### src/rtl/bmr_tdee_pkg.sv
// Shared constants and helpers for the board's front-end conditioning blocks.
//   CLK_HZ             system clock frequency
//   SW_DEBOUNCE_MS     switch debounce window in milliseconds
//   SW_WIDTH           number of slide switches
//   SW_DEBOUNCE_CYCLES debounce window expressed in clk cycles
//   edge_e             kind of level change accepted on one switch bit
//   clog2_f            ceiling log2, usable in parameter expressions
package bmr_tdee_pkg;

    localparam int unsigned CLK_HZ             = 50_000_000;
    localparam int unsigned SW_DEBOUNCE_MS     = 10;
    localparam int unsigned SW_WIDTH           = 4;
    localparam int unsigned SW_DEBOUNCE_CYCLES = CLK_HZ / 1000 * SW_DEBOUNCE_MS;

    typedef enum logic [1:0] {
        EdgeNone,
        EdgeRise,
        EdgeFall
    } edge_e;

    // Smallest r with 2**r >= value; returns 0 for value <= 1.
    function automatic int unsigned clog2_f(input int unsigned value);
        int unsigned result;
        result = 0;
        for (int i = 0; i < 32; i++) begin
            if ((64'(1) << i) < 64'(value)) begin
                result = i + 1;
            end
        end
        return result;
    endfunction

endpackage

### src/rtl/bmr_tdee_sw_conditioner_if.sv
// Switch conditioner bundle: raw pins in, debounced level and edge pulses out.
//   sw_raw      raw switch pins, asynchronous to clk
//   sw_out      debounced level (feeds the PIO in_port)
//   sw_rise     one-cycle pulse per bit on a 0->1 accept
//   sw_fall     one-cycle pulse per bit on a 1->0 accept
//   sw_changed  one-cycle pulse when any bit rises or falls
// Modports: master drives the pins and observes the results; slave is the conditioner.
interface bmr_tdee_sw_conditioner_if
    import bmr_tdee_pkg::*;
#(
    parameter int unsigned WIDTH = SW_WIDTH
);
    logic [WIDTH-1:0] sw_raw;
    logic [WIDTH-1:0] sw_out;
    logic [WIDTH-1:0] sw_rise;
    logic [WIDTH-1:0] sw_fall;
    logic             sw_changed;

    modport master (
        output sw_raw,
        input  sw_out,
        input  sw_rise,
        input  sw_fall,
        input  sw_changed
    );

    modport slave (
        input  sw_raw,
        output sw_out,
        output sw_rise,
        output sw_fall,
        output sw_changed
    );

endinterface

### src/rtl/bmr_tdee_debounce_bit.sv
// One switch bit: synchroniser chain, stability counter, accepted level and edge pulses.
//   clk, reset_n  system clock, asynchronous active-low reset
//   sw_raw        raw pin, asynchronous to clk
//   sw_out        accepted (debounced) level, registered
//   sw_rise       registered one-cycle pulse on a 0->1 accept
//   sw_fall       registered one-cycle pulse on a 1->0 accept
//   accept_next   combinational: an accept happens on the coming edge
// Legal ranges: DEBOUNCE_CYCLES >= 1, SYNC_STAGES >= 2, 2**CNT_W > DEBOUNCE_CYCLES.
module bmr_tdee_debounce_bit
    import bmr_tdee_pkg::*;
#(
    parameter int unsigned DEBOUNCE_CYCLES = 8,
    parameter int unsigned CNT_W           = 4,
    parameter int unsigned SYNC_STAGES     = 2
) (
    input  logic clk,
    input  logic reset_n,
    input  logic sw_raw,
    output logic sw_out,
    output logic sw_rise,
    output logic sw_fall,
    output logic accept_next
);

    localparam logic [CNT_W-1:0] CNT_LAST = CNT_W'(DEBOUNCE_CYCLES - 1);

    logic [SYNC_STAGES-1:0] sync_q;
    logic                   sync_s;
    logic [CNT_W-1:0]       cnt_q, cnt_d;
    logic                   out_q, out_d;
    logic                   rise_q, fall_q;
    edge_e                  edge_d;

    // Pure shift chain: nothing may sit between these flops.
    always_ff @(posedge clk or negedge reset_n) begin
        if (!reset_n) begin
            sync_q <= '0;
        end else begin
            sync_q <= {sync_q[SYNC_STAGES-2:0], sw_raw};
        end
    end

    assign sync_s = sync_q[SYNC_STAGES-1];

    // The counter only runs while the synced level disagrees with the accepted one and is
    // cleared on accept, so it never exceeds CNT_LAST.
    always_comb begin
        cnt_d       = '0;
        out_d       = out_q;
        edge_d      = EdgeNone;
        accept_next = 1'b0;
        if (sync_s != out_q) begin
            if (cnt_q == CNT_LAST) begin
                out_d       = sync_s;
                accept_next = 1'b1;
                edge_d      = sync_s ? EdgeRise : EdgeFall;
            end else begin
                cnt_d = cnt_q + CNT_W'(1);
            end
        end
    end

    always_ff @(posedge clk or negedge reset_n) begin
        if (!reset_n) begin
            cnt_q  <= '0;
            out_q  <= 1'b0;
            rise_q <= 1'b0;
            fall_q <= 1'b0;
        end else begin
            cnt_q  <= cnt_d;
            out_q  <= out_d;
            rise_q <= (edge_d == EdgeRise);
            fall_q <= (edge_d == EdgeFall);
        end
    end

    assign sw_out  = out_q;
    assign sw_rise = rise_q;
    assign sw_fall = fall_q;

endmodule

### src/rtl/bmr_tdee_sw_conditioner.sv
// Conditions the slide-switch pins ahead of the switch PIO: per-bit synchronise, debounce
// and edge detection, plus a combined change pulse.
//   clk, reset_n  system clock, asynchronous active-low reset
//   sw            slave side of the switch bundle (sw_raw in; sw_out, sw_rise, sw_fall,
//                 sw_changed out; all outputs registered)
module bmr_tdee_sw_conditioner
    import bmr_tdee_pkg::*;
#(
    parameter int unsigned WIDTH           = SW_WIDTH,
    parameter int unsigned DEBOUNCE_CYCLES = SW_DEBOUNCE_CYCLES,
    parameter int unsigned CNT_W           = clog2_f(DEBOUNCE_CYCLES) + 1,
    parameter int unsigned SYNC_STAGES     = 2
) (
    input  logic                          clk,
    input  logic                          reset_n,
    bmr_tdee_sw_conditioner_if.slave      sw
);

    logic [WIDTH-1:0] out_w;
    logic [WIDTH-1:0] rise_w;
    logic [WIDTH-1:0] fall_w;
    logic [WIDTH-1:0] accept_w;
    logic             changed_q;

    for (genvar i = 0; i < WIDTH; i++) begin : g_bit
        bmr_tdee_debounce_bit #(
            .DEBOUNCE_CYCLES (DEBOUNCE_CYCLES),
            .CNT_W           (CNT_W),
            .SYNC_STAGES     (SYNC_STAGES)
        ) u_bit (
            .clk         (clk),
            .reset_n     (reset_n),
            .sw_raw      (sw.sw_raw[i]),
            .sw_out      (out_w[i]),
            .sw_rise     (rise_w[i]),
            .sw_fall     (fall_w[i]),
            .accept_next (accept_w[i])
        );
    end

    // Registered from the per-bit accept strobes (the rise/fall next-state), so it lands in
    // the same cycle as the rise/fall pulses rather than one behind them.
    always_ff @(posedge clk or negedge reset_n) begin
        if (!reset_n) begin
            changed_q <= 1'b0;
        end else begin
            changed_q <= |accept_w;
        end
    end

    assign sw.sw_out     = out_w;
    assign sw.sw_rise    = rise_w;
    assign sw.sw_fall    = fall_w;
    assign sw.sw_changed = changed_q;

endmodule

### src/flat_wrapper.sv
// flat-port wrapper written by rule: the top's interface ports become plain ports
module bmr_tdee_sw_conditioner_flat import bmr_tdee_pkg::*;
#(
    parameter int unsigned WIDTH           = SW_WIDTH,
    parameter int unsigned DEBOUNCE_CYCLES = SW_DEBOUNCE_CYCLES,
    parameter int unsigned CNT_W           = clog2_f(DEBOUNCE_CYCLES) + 1,
    parameter int unsigned SYNC_STAGES     = 2
)
  (clk, reset_n, sw_sw_raw, sw_sw_out, sw_sw_rise, sw_sw_fall, sw_sw_changed);
  bmr_tdee_sw_conditioner_if #(.WIDTH(WIDTH)) sw_i ();
  input  logic clk;
  input  logic reset_n;
  input wire logic [$bits(sw_i.sw_raw)-1:0] sw_sw_raw;
  output wire logic [$bits(sw_i.sw_out)-1:0] sw_sw_out;
  output wire logic [$bits(sw_i.sw_rise)-1:0] sw_sw_rise;
  output wire logic [$bits(sw_i.sw_fall)-1:0] sw_sw_fall;
  output wire logic [$bits(sw_i.sw_changed)-1:0] sw_sw_changed;
  assign sw_i.sw_raw = sw_sw_raw;
  assign sw_sw_out = sw_i.sw_out;
  assign sw_sw_rise = sw_i.sw_rise;
  assign sw_sw_fall = sw_i.sw_fall;
  assign sw_sw_changed = sw_i.sw_changed;
  bmr_tdee_sw_conditioner #(.WIDTH(WIDTH), .DEBOUNCE_CYCLES(DEBOUNCE_CYCLES), .CNT_W(CNT_W), .SYNC_STAGES(SYNC_STAGES)) u_core (.clk(clk), .reset_n(reset_n), .sw(sw_i));
endmodule
### config.mk
export PLATFORM = sky130hd
export DESIGN_NAME = bmr_tdee_sw_conditioner_flat
export DESIGN_NICKNAME = d
export VERILOG_FILES = /design/src/rtl/bmr_tdee_pkg.sv /design/src/rtl/bmr_tdee_sw_conditioner_if.sv /design/src/rtl/bmr_tdee_debounce_bit.sv /design/src/rtl/bmr_tdee_sw_conditioner.sv /design/src/flat_wrapper.sv
export SDC_FILE = /design/constraint.sdc
export NUM_CORES = 1
export LEC_CHECK = 0
export CORE_AREA = 8 8 139 141
export DETAILED_ROUTE_END_ITERATION = 10
export DIE_AREA = 0 0 147 149
export MAX_ROUTING_LAYER = met4
export RECOVER_POWER = 100
export SLEW_MARGIN = 10
export SYNTH_ARGS = -nofsm -noshare
export SYNTH_HDL_FRONTEND = slang
export SYNTH_SLANG_ARGS = --single-unit
### constraint.sdc
create_clock -name clk -period 2.15 [get_ports clk]
set_input_delay 0.43 -clock clk [delete_from_list [all_inputs] [get_ports clk]]
set_output_delay 0.43 -clock clk [all_outputs]
set_load 0.03 [all_outputs]
==> qor.txt <==
GRT overflow - 0
clock-pin slew on the worst setup and hold paths - 0.07 ns
Antenna diodes - 0
# rows - 48
PortBufs - 18
worst skew pair latency - 0.34 ns
worst vdd ir - 0.000474 V
cell area after placement - 0.00546 sq mm
sequential fraction of the synthesis area - 50.4%
CTS tree - built
Setup CP Type - flip-flop to primary output
Total Power - 3.66 mW
Final nets - 532
Setup crit start kind - flip-flop
Final min period - 2.02 ns
via count - 3,707
Fin Setup TNS - 0 ns
hpwl dp - 7310 um
Fin Hold WS - 0.271 ns
Static Leak - 2.18 nW
Synth area leader - dfrtp_1
cell area after layout - 0.00569 sq mm
Synth Register Bits - 101
CP cell instances - dlygate4sd3_1
CTS buffer count - 9
number of clock sinks - 101
Routability Congestion - 0.824
Crit Path Max Fanout - 6
drt total wl - 10,200 um
GRT Total Usage - 9.98%
Post-CTS Hold Buffers - 0
clock buffer depth - 2
P&R area growth vs syn - 13.5%
Crit path required time - 1.72 ns
# resized after CTS - 0
total iterations of the first detailed-routing run - 4
I/O pin count - 19
layout cell share with drive strength beyond 1 - 6.26%
Slew headroom - 29.1%
first-pass GRT wire length - 17,500 um
vias in the first global route - 3,653
synth warn - 0
max-cap viol count - 0
cell count after synthesis - 502
synthesized area per cell - 9.98 sq um
power per cell area - 644 mW/mm^2
Post-CTS Setup Repair Bufs - 0
Residual DRC - 0
Reg2Reg Launch Point - u_core.g_bit[3].u_bit.cnt_q[8]
final hold violations - 0
Post-Syn Nets - 512
Chip Width - 147 um
largest net degree at the start of global routing - 45
Die ar. - 0.0219 sq mm
Initial DRC Count - 251
Worst Hold Class - input port to asynchronous set/reset pin
Critical Path End Type - primary output
WL/cell - 13.5 um
Yosys top cell area share - 50.4%
fmax - 0.494 GHz
Starting Density - 29.4%
Cell Area, Synth - 0.00501 sq mm
worst path arrival time - 1.59 ns
initial antenna violation count - 0
post-synth cell types - 41
slowest cell delay on critical path - 0.81 ns
Area contributors post-synth - dfrtp_1 (50%), xnor2_1 (7.9%), nor2_1 (5.5%)
post-DR vias/cell - 4.93
period utilisation layout - 94.2%
clock skew - 0.00727 ns
H-tree depth - 3
Clk Tree Root Cell - clkbuf_16
Die Height - 149 um
CP top delay family - buffers and inverters
RSZ-0062 raised after global routing - no
ANT nets after route - 0
core area - 0.0171 sq mm
# setup viols final - 0
Crit-path slowest cell - dlygate4sd3_1
WP buf/inv - 1
status - completed
measured slew at the worst slew-check pin - 1.06 ns
CP startpoint - u_core.g_bit[0].u_bit.sw_out
Final Max Slew Viols - 0
Filler Cells Inserted - 1,768
path summary, 6_finish.rpt:
| check | end | slack, ns | cells past startpoint |
|---|---|---|---|
| min in group clk | u_core.g_bit[2].u_bit.sync_q[1] | 0.35 | 0 |
| min | u_core.g_bit[2].u_bit.cnt_q[2] | 0.27 | 1 |
| max | sw_sw_out[0] | 0.13 | 1 |
| max in group asynchronous | u_core.g_bit[0].u_bit.cnt_q[17] | 0.62 | 2 |
| min reg2reg | u_core.g_bit[2].u_bit.sync_q[1] | 0.35 | 0 |
| max reg2reg | u_core.g_bit[3].u_bit.cnt_q[16] | 0.15 | 4 |
layout make-up:
type | instances | area, sq um | share of cell area, %
timing repair buffer | 35 | 260 | 4.58
clock inverter | 6 | 61.3 | 1.08
multi-input combinational | 363 | 2280 | 40.1
tap | 225 | 282 | 4.95
clock buffer | 10 | 229 | 4.03
inverter | 12 | 45.0 | 0.792
sequential | 101 | 2530 | 44.4
routing by layer:
layer  share of wire, %  GRT usage, %
met5                  0             -
met2                 48          15.5
met1                 48          12.4
met3                3.1          2.46
met4                1.6          3.67
report_power, final:
part,total [mW],internal [mW],switching [mW]
Clock,1.59,0.900,0.692
Sequential,1.96,1.93,0.0315
Combinational,0.113,0.0354,0.0774
logic make-up (layout without fill, tap and decap cells):
| kind of cell | after synthesis | count (layout) | synth area share [%] |
|---|---|---|---|
| buffers and inverters | 38 | 63 | 3.87 |
| XOR/XNOR | 66 | 66 | 11.5 |
| flip-flops | 101 | 101 | 50.4 |
| adder cells (fa/ha/maj) | 4 | 4 | 0.999 |
| AO/OA/AOI/OAI | 25 | 25 | 2.90 |
| AND/OR/NAND/NOR | 259 | 259 | 28.3 |
| multiplexers | 9 | 9 | 1.90 |
placed cells by master (no fill, tap or decap), types with 3 or more instances in the layout:
cell           instances
a21oi_1                9
inv_1                 12
clkinv_2               3
ha_1                   4
and3_1                 8
nand3_1               31
dlygate4sd3_1         17
clkbuf_16              9
nor2_1                74
nand4_1               25
nor3_1                22
nor3b_1                8
mux2i_1                5
or4_1                  6
dfrtp_1              101
and4_1                 8
clkbuf_2               3
nor4b_1                7
mux2_2                 4
xnor2_1               45
or3_1                  3
nor4_1                23
nor4bb_1               4
buf_4                  5
clkbuf_1              11
o21ai_0                8
xor2_1                21
o31ai_1                3
nand2_1               27
synthesized netlist by cell type:
library cell,instances
dfrtp_1,101
nor2_1,74
xnor2_1,45
nand3_1,31
nand2_1,27
nand4_1,24
nor4_1,23
nor3_1,22
xor2_1,21
buf_4,12
inv_1,12
a21oi_1,9
clkbuf_1,9
and3_1,8
and4_1,8
nor3b_1,8
nor4b_1,7
or4_1,6
mux2i_1,5
o21ai_0,5
ha_1,4
mux2_2,4
nor4bb_1,4
o21ai_1,4
clkbuf_2,3
o31ai_1,3
or3_1,3
a31o_2,2
buf_2,2
nand3b_1,2
nand4_2,2
nor4_2,2
or4b_1,2
a31oi_1,1
and2_1,1
and4b_1,1
nand2b_1,1
nor2b_1,1
o221ai_1,1
or4_4,1
or4bb_1,1
per-stage QoR:
| step | setup slack, ns | instances | utilization (%) |
|---|---|---|---|
| floorplan | 0.248 | 502 | - |
| global placement | 0.273 | 736 | 32.0 |
| detailed placement | 0.202 | 736 | 32.0 |
| CTS | 0.136 | 752 | 33.7 |
| global route | 0.0500 | 752 | 33.3 |
| finish | 0.125 | 752 | 33.3 |
flip-flops by register name (all words and copies together), names as in the netlist:
| name | count |
|---|---|
| u_core.g_bit.u_bit.sw_out | 4 |
| u_core.g_bit.u_bit.cnt_q | 80 |
| u_core.g_bit.u_bit.sync_q | 8 |
| u_core.g_bit.u_bit.sw_rise | 4 |
| u_core.sw.sw_changed | 1 |
| u_core.g_bit.u_bit.sw_fall | 4 |
Note: power is estimated with default switching activity, not from simulation.
